==> src/rtl/lavadora_pkg.sv <==
// Shared types for the washer sequencer: state and service encodings and
// the actuator vector driven in each state.
package lavadora_pkg;

  typedef enum logic [3:0] {
    IDLE,
    LOCK,
    FILL,
    WASH,
    RINSE,
    DRAIN,
    SPIN,
    DRY,
    DONE,
    ABORT
  } state_e;

  typedef enum logic [1:0] {
    SVC_NONE,
    SVC_SECADO,
    SVC_LAVADO,
    SVC_PESADO
  } svc_e;

  typedef struct packed {
    logic door_lock;
    logic valve_fill;
    logic motor_wash;
    logic motor_spin;
    logic heater;
    logic drain_pump;
  } act_t;

  localparam act_t ACT_OFF   = act_t'(6'b000000);
  localparam act_t ACT_LOCK  = act_t'(6'b100000);
  localparam act_t ACT_FILL  = act_t'(6'b110000);
  localparam act_t ACT_WASH  = act_t'(6'b101000);
  localparam act_t ACT_DRAIN = act_t'(6'b100001);
  localparam act_t ACT_SPIN  = act_t'(6'b100101);
  localparam act_t ACT_DRY   = act_t'(6'b100110);
  localparam act_t ACT_ABORT = act_t'(6'b000001);

  function automatic act_t act_decode(input state_e s);
    act_t a;
    a = ACT_OFF;
    case (s)
      LOCK:        a = ACT_LOCK;
      FILL:        a = ACT_FILL;
      WASH, RINSE: a = ACT_WASH;
      DRAIN:       a = ACT_DRAIN;
      SPIN:        a = ACT_SPIN;
      DRY:         a = ACT_DRY;
      ABORT:       a = ACT_ABORT;
      default:     a = ACT_OFF;
    endcase
    return a;
  endfunction

endpackage

==> src/rtl/lavadora_timer.sv <==
// Phase timer: a TICK_DIV prescaler feeding a tick down-counter. load restarts
// both; expire is high during the final clock cycle of the loaded duration.
module lavadora_timer #(
  parameter int TICK_DIV = 4,
  parameter int TW       = 16
) (
  input  logic          clk,
  input  logic          reset,
  input  logic          load,
  input  logic [TW-1:0] dur,
  output logic          expire
);

  localparam int PW = (TICK_DIV > 1) ? $clog2(TICK_DIV) : 1;
  localparam logic [PW-1:0] PRESC_LAST = PW'(TICK_DIV - 1);

  logic [PW-1:0] presc_reg;
  logic [TW-1:0] ticks_reg;
  logic          tick;

  assign tick   = (presc_reg == PRESC_LAST);
  assign expire = tick && (ticks_reg == TW'(1));

  always_ff @(posedge clk) begin
    if (reset) begin
      presc_reg <= '0;
      ticks_reg <= '0;
    end else if (load) begin
      presc_reg <= '0;
      // A zero duration still has to last one tick.
      ticks_reg <= (dur == '0) ? TW'(1) : dur;
    end else if (ticks_reg != '0) begin
      if (tick) begin
        presc_reg <= '0;
        ticks_reg <= ticks_reg - TW'(1);
      end else begin
        presc_reg <= presc_reg + PW'(1);
      end
    end
  end

endmodule

==> src/rtl/lavadora_secuenciador.sv <==
// Washer phase sequencer: turns a one-cycle service grant into the timed
// actuator sequence. Define LAVADORA_PREWASH_EN to add a prewash pass to pesado.
module lavadora_secuenciador #(
  parameter int TICK_DIV = 4,
  parameter int TW       = 16,
  parameter int T_LOCK   = 2,
  parameter int T_FILL   = 6,
  parameter int T_WASH   = 10,
  parameter int T_RINSE  = 5,
  parameter int T_DRAIN  = 4,
  parameter int T_SPIN   = 6,
  parameter int T_DRY    = 12
) (
  input  logic clk,
  input  logic reset,
  input  logic req_secado,
  input  logic req_lavado,
  input  logic req_pesado,
  input  logic door_closed,
  output logic door_lock,
  output logic valve_fill,
  output logic motor_wash,
  output logic motor_spin,
  output logic heater,
  output logic drain_pump,
  output logic busy,
  output logic done,
  output logic aborted,
  output logic req_err
);

  import lavadora_pkg::*;

`ifdef LAVADORA_PREWASH_EN
  localparam logic [1:0] HEAVY_PASS = 2'd1;
  localparam logic [1:0] RINSE_PASS = 2'd2;
`else
  localparam logic [1:0] HEAVY_PASS = 2'd0;
  localparam logic [1:0] RINSE_PASS = 2'd1;
`endif

  // Doubled wash is formed one bit wider so overflow saturates instead of wrapping.
  localparam logic [TW:0]   WASH_X2    = {1'b0, TW'(T_WASH)} << 1;
  localparam logic [TW-1:0] WASH_HEAVY = WASH_X2[TW] ? '1 : WASH_X2[TW-1:0];

  state_e      state_reg, state_next;
  svc_e        svc_reg, svc_next;
  logic [1:0]  pass_reg, pass_next;
  act_t        act_reg;
  logic        busy_reg, done_reg, aborted_reg, req_err_reg;
  logic        req_any, req_one;
  logic        accept, reject, abort_set;
  logic        tmr_load, tmr_expire;
  logic [TW-1:0] dur_next;

  assign req_any = req_secado | req_lavado | req_pesado;
  assign req_one = ($countones({req_secado, req_lavado, req_pesado}) == 1);

  always_comb begin
    state_next = state_reg;
    svc_next   = svc_reg;
    pass_next  = pass_reg;
    accept     = 1'b0;
    reject     = 1'b0;
    abort_set  = 1'b0;
    case (state_reg)
      IDLE: begin
        if (req_any) begin
          if (req_one && door_closed) begin
            accept     = 1'b1;
            pass_next  = 2'd0;
            state_next = LOCK;
            if (req_secado)      svc_next = SVC_SECADO;
            else if (req_lavado) svc_next = SVC_LAVADO;
            else                 svc_next = SVC_PESADO;
          end else begin
            reject = 1'b1;
          end
        end
      end
      ABORT: if (tmr_expire) state_next = IDLE;
      DONE:  state_next = IDLE;
      default: begin
        if (!door_closed) begin
          abort_set  = 1'b1;
          state_next = ABORT;
        end else if (tmr_expire) begin
          case (state_reg)
            LOCK:  state_next = (svc_reg == SVC_SECADO) ? DRY : FILL;
            FILL:  state_next = (svc_reg == SVC_PESADO && pass_reg == RINSE_PASS) ? RINSE : WASH;
            WASH, RINSE: state_next = DRAIN;
            DRAIN: begin
              pass_next  = pass_reg + 2'd1;
              state_next = (svc_reg == SVC_PESADO && pass_reg != RINSE_PASS) ? FILL : SPIN;
            end
            SPIN, DRY: state_next = DONE;
            default:   state_next = IDLE;
          endcase
        end
      end
    endcase
  end

  // Duration of the phase being entered; only sampled when tmr_load is high.
  always_comb begin
    dur_next = '0;
    case (state_next)
      LOCK:  dur_next = TW'(T_LOCK);
      FILL:  dur_next = TW'(T_FILL);
      WASH:  dur_next = (svc_next == SVC_PESADO && pass_next == HEAVY_PASS) ? WASH_HEAVY : TW'(T_WASH);
      RINSE: dur_next = TW'(T_RINSE);
      DRAIN, ABORT: dur_next = TW'(T_DRAIN);
      SPIN:  dur_next = TW'(T_SPIN);
      DRY:   dur_next = TW'(T_DRY);
      default: dur_next = '0;
    endcase
  end

  assign tmr_load = (state_next != state_reg);

  lavadora_timer #(
    .TICK_DIV(TICK_DIV),
    .TW      (TW)
  ) u_timer (
    .clk   (clk),
    .reset (reset),
    .load  (tmr_load),
    .dur   (dur_next),
    .expire(tmr_expire)
  );

  always_ff @(posedge clk) begin
    if (reset) begin
      state_reg <= IDLE;
      svc_reg   <= SVC_NONE;
      pass_reg  <= 2'd0;
    end else begin
      state_reg <= state_next;
      svc_reg   <= svc_next;
      pass_reg  <= pass_next;
    end
  end

  // Outputs decode the next state so they line up with the state register.
  always_ff @(posedge clk) begin
    if (reset) begin
      act_reg     <= ACT_OFF;
      busy_reg    <= 1'b0;
      done_reg    <= 1'b0;
      aborted_reg <= 1'b0;
      req_err_reg <= 1'b0;
    end else begin
      act_reg     <= act_decode(state_next);
      busy_reg    <= (state_next != IDLE);
      done_reg    <= (state_next == DONE);
      req_err_reg <= reject;
      if (abort_set)   aborted_reg <= 1'b1;
      else if (accept) aborted_reg <= 1'b0;
    end
  end

  assign door_lock  = act_reg.door_lock;
  assign valve_fill = act_reg.valve_fill;
  assign motor_wash = act_reg.motor_wash;
  assign motor_spin = act_reg.motor_spin;
  assign heater     = act_reg.heater;
  assign drain_pump = act_reg.drain_pump;
  assign busy       = busy_reg;
  assign done       = done_reg;
  assign aborted    = aborted_reg;
  assign req_err    = req_err_reg;

endmodule

==> config.mk <==
export PLATFORM = sky130hd
export DESIGN_NAME = lavadora_secuenciador
export DESIGN_NICKNAME = d
export VERILOG_FILES = /design/src/rtl/lavadora_pkg.sv /design/src/rtl/lavadora_timer.sv /design/src/rtl/lavadora_secuenciador.sv
export SDC_FILE = /design/constraint.sdc
export NUM_CORES = 1
export LEC_CHECK = 0
export BUFFER_PORTS_ARGS = -buffer_cell sky130_fd_sc_hd__buf_2
export CAP_MARGIN = 20
export CORE_MARGIN = 5
export CORE_UTILIZATION = 35
export CTS_BUF_LIST = sky130_fd_sc_hd__clkbuf_8
export DETAILED_ROUTE_END_ITERATION = 6
export SLEW_MARGIN = 25
export SYNTH_ARGS = -nofsm -noshare
export SYNTH_HDL_FRONTEND = slang
export SYNTH_SLANG_ARGS = --single-unit
==> constraint.sdc <==
create_clock -name clk -period 4.7 [get_ports clk]
set_input_delay 0.235 -clock clk [delete_from_list [all_inputs] [get_ports clk]]
set_output_delay 0.235 -clock clk [all_outputs]
set_load 0.02 [all_outputs]
==> summary.txt <==
Run status
  • Status: finished clean

Setup path
  • CP top delay family: simple AND/OR/NAND/NOR gates
  • Critical path's most frequent cell: or4_4
  • Worst setup EP type: register
  • Startpoint Class: register
  • CP peak stage delay: just under 600 ps
  • Reg2Reg Depth: 10
  • Data required, critical path: slightly below 5000 ps
  • End point of the critical path: u_timer.ticks_reg[1]$_SDFFE_PP0P_
  • Reg2Reg Setup Slack: 1460 ps
  • R2R Path Start: u_timer.ticks_reg[2]$_SDFFE_PP0P_
  • Critical path peak fanout: 6
  • Critical-path top delay cell: or4_4
  • CP Cell Sequence: or4_4 -> or4_4 -> or4_4 -> nor3_1 -> o21ai_1 -> inv_1 -> ha_1 -> a211oi_1 -> or3_1 -> a21oi_1
  • Critical Path Stages: 10
  • Critical path origin: u_timer.ticks_reg[2]$_SDFFE_PP0P_
  • Worst EP arrival: between 3000 and 4000 ps
  • RR Endpoint: u_timer.ticks_reg[1]$_SDFFE_PP0P_
  • Worst Path Buf+Inv: 1
  • Setup Crit Path Kind: reg2reg

Layout
  • Antenna Diode Count: 0
  • Filler cell count: roughly 630
  • Largest register FFs: 16
  • Final #Nets: 287
  • Share of cells above drive strength 1: 0.147
  • Area growth, synth to finish: 11.1%

Clocking
  • CTS tree: built
  • H-tree depth: 2
  • CTS Sinks: 36
  • Clk buf depth: 2
  • Clock transition at the registers of the reported paths: 70 ps
  • # resized after CTS: 0
  • CTS buffer count: 5
  • Root buf cell: clkbuf_8
  • Postcts setup bufs: 0
  • CTS Hold Bufs: 0
  • Latest clock arrival within the worst-skew pair: 280 ps

Timing
  • Worst-Margin Slew: ~660 ps
  • Setup TNS Final: 0 ps
  • Max_slew headroom: 0.557
  • Final worst clock skew: about 5.4 ps
  • Max Slew Vio Count: 0
  • Final min period: ~3200 ps
  • Hold_ws: between 200 and 300 ps
  • Final hold violations: 0
  • Highest clock rate: approximately 310 MHz
  • RSZ-0062 raised after global routing: false
  • Post-route clock period utilization: 0.690
  • Final setup viols: 0

GRT
  • Global-route wire length before repair: ~7900 um
  • Largest net degree at the start of global routing: 22
  • Vias in the first global route: approximately 1.7k
  • Initial antenna violation count: 0
  • Global-route total usage across every layer: 0.129
  • Gr ovfl total: 0

Detailed routing
  • Vias per cell: about 5.3
  • Routed wire length: 4600 um
  • Residual DRC: 0
  • DR vias: 1843
  • Initial DRC count: 81
  • Initial DRT Pass Iterations: 4
  • DR WL/cell: ~13 um
  • Detail Route Antenna Nets: 0

Flow run
  • # Max-Cap Violations: 0

Power and ir drop
  • Worst-case vdd ir drop: about 0.17 mV
  • Leakage power: roughly 0.93 nW
  • Tot Pwr: 0.673 mW
  • P per Cell Area: 287 nW/um2

Placed design
  • I/O Buffers: 15
  • Final HPWL DP: 3290 um
  • Routability cong.: approximately 0.84

Floorplanning
  • Initial Util: 0.359
  • Core ar.: between 5000 and 6000 um2
  • Die width: between 80 and 90 um
  • # IOs: 16
  • Die Height: between 80 and 90 um
  • Rows: 28
  • Die ar.: ~7700 um2

Hold path
  • HP Start: req_secado
  • Hold WC Path Type: in2reg

Synth
  • Sequential element share of the synthesized area: 0.341
  • Net Count, Synth: between 200 and 300
  • Synth Register Bits: 36
  • Number of synthesized flops with an enable pin: 0
  • Synth cell count leaders: nor2_1 (40), dfxtp_1 (36), nand2_1 (15)
  • Post-synth cell types: between 50 and 60
  • Synth Warn #: 0
  • Most frequent cell after synthesis: nor2_1
  • Avg Cell Area, Syn: around 8.1 um2
  • Largest area contributor in the netlist: dfxtp_1
  • Top-area cell type share of the netlist area: 0.341
  • Synthesized area: about 2100 um2
  • Mapped Cells: around 260
  • Ys async rst share: 0
  • Commonest register cell after synthesis: dfxtp_1
  • Top cells by area, synth: dfxtp_1 (34%), nor2_1 (7.1%), ha_1 (5.3%), xor2_1 (4.1%), a21oi_1 (3.3%)
-- report_power, final --
| group | switching, mW | total [mW] | internal (mW) |
|---|---|---|---|
| Combinational | 0.0692 | 0.117 | 0.0473 |
| Clock | 0.109 | 0.226 | 0.117 |
| Sequential | 0.0128 | 0.330 | 0.317 |
| Total | 0.191 | 0.673 | 0.482 |
-- layer usage --
metal  track usage  vias to the layer above  part of all wire
met4        0.0544                        0             0.015
met1         0.185                      830              0.51
met2         0.184                       50              0.44
met5             0                        -                 0
met3        0.0282                        6             0.038
li1              -                      957                 -
-- logic make-up (layout without fill, tap and decap cells) --
kind of cell,count (synthesis),after routing,share of synthesized area
AO/OA/AOI/OAI,58,58,0.194
XOR/XNOR,14,14,0.0581
adder cells (fa/ha/maj),10,10,0.0628
buffers and inverters,24,37,0.0450
flip-flops,36,36,0.341
multiplexers,3,3,0.0148
AND/OR/NAND/NOR,114,114,0.283
-- worst min-delay path, delay by kind of cell --
| family | cells | cell delay (ps) |
|---|---|---|
| AOI/OAI and AO/OA | 1 | 110 |
| and+or+nand+nor | 2 | 90 |
| buffers and inverters | 1 | 100 |
-- area by class of cell --
class | count | area, um2 | share of cell area
clock buffers | 6 | 82.6 | 0.0352
clock inverters | 2 | 11.3 | 0.00480
inverters | 12 | 45.0 | 0.0192
multi-input cells | 199 | 1300 | 0.555
flip-flops and latches | 36 | 721 | 0.307
well taps | 75 | 93.8 | 0.0400
repair buffers | 17 | 90.1 | 0.0384
-- cells in the final DEF (no fill, tap or decap), types with 6 or more instances in the layout --
cell type,Yosys,final
a21oi_1,14,14
inv_1,12,13
buf_2,1,15
a31oi_1,9,8
nor3_1,13,13
dfxtp_1,36,36
o21ai_0,7,7
xor2_1,10,10
clkbuf_8,0,6
nand3_1,9,9
ha_1,9,9
nand2_1,15,15
nor2_1,40,40
-- worst min path at each step --
stage	endpoint	depth (start not counted)
final	svc_reg[1]$_SDFF_PP0_	4
after global routing	svc_reg[1]$_SDFF_PP0_	4
after CTS	svc_reg[1]$_SDFF_PP0_	4
after detailed placement	aborted$_SDFFE_PP0P_	2
after global placement	aborted$_SDFFE_PP0P_	2
after floorplan	heater$_SDFF_PP0_	2
-- metrics by stage --
| step | cell area, um2 | std cells | util | worst slack (ps) |
|---|---|---|---|---|
| floorplan | 2110 | 259 | - | 1700 |
| global placement | 2240 | 339 | 0.381 | 1560 |
| detailed placement | 2240 | 339 | 0.381 | 1490 |
| CTS | 2340 | 347 | 0.397 | 1460 |
| global route | 2340 | 347 | 0.398 | 1280 |
| finish | 2340 | 347 | 0.398 | 1460 |
(Power assumes the default switching activity.)
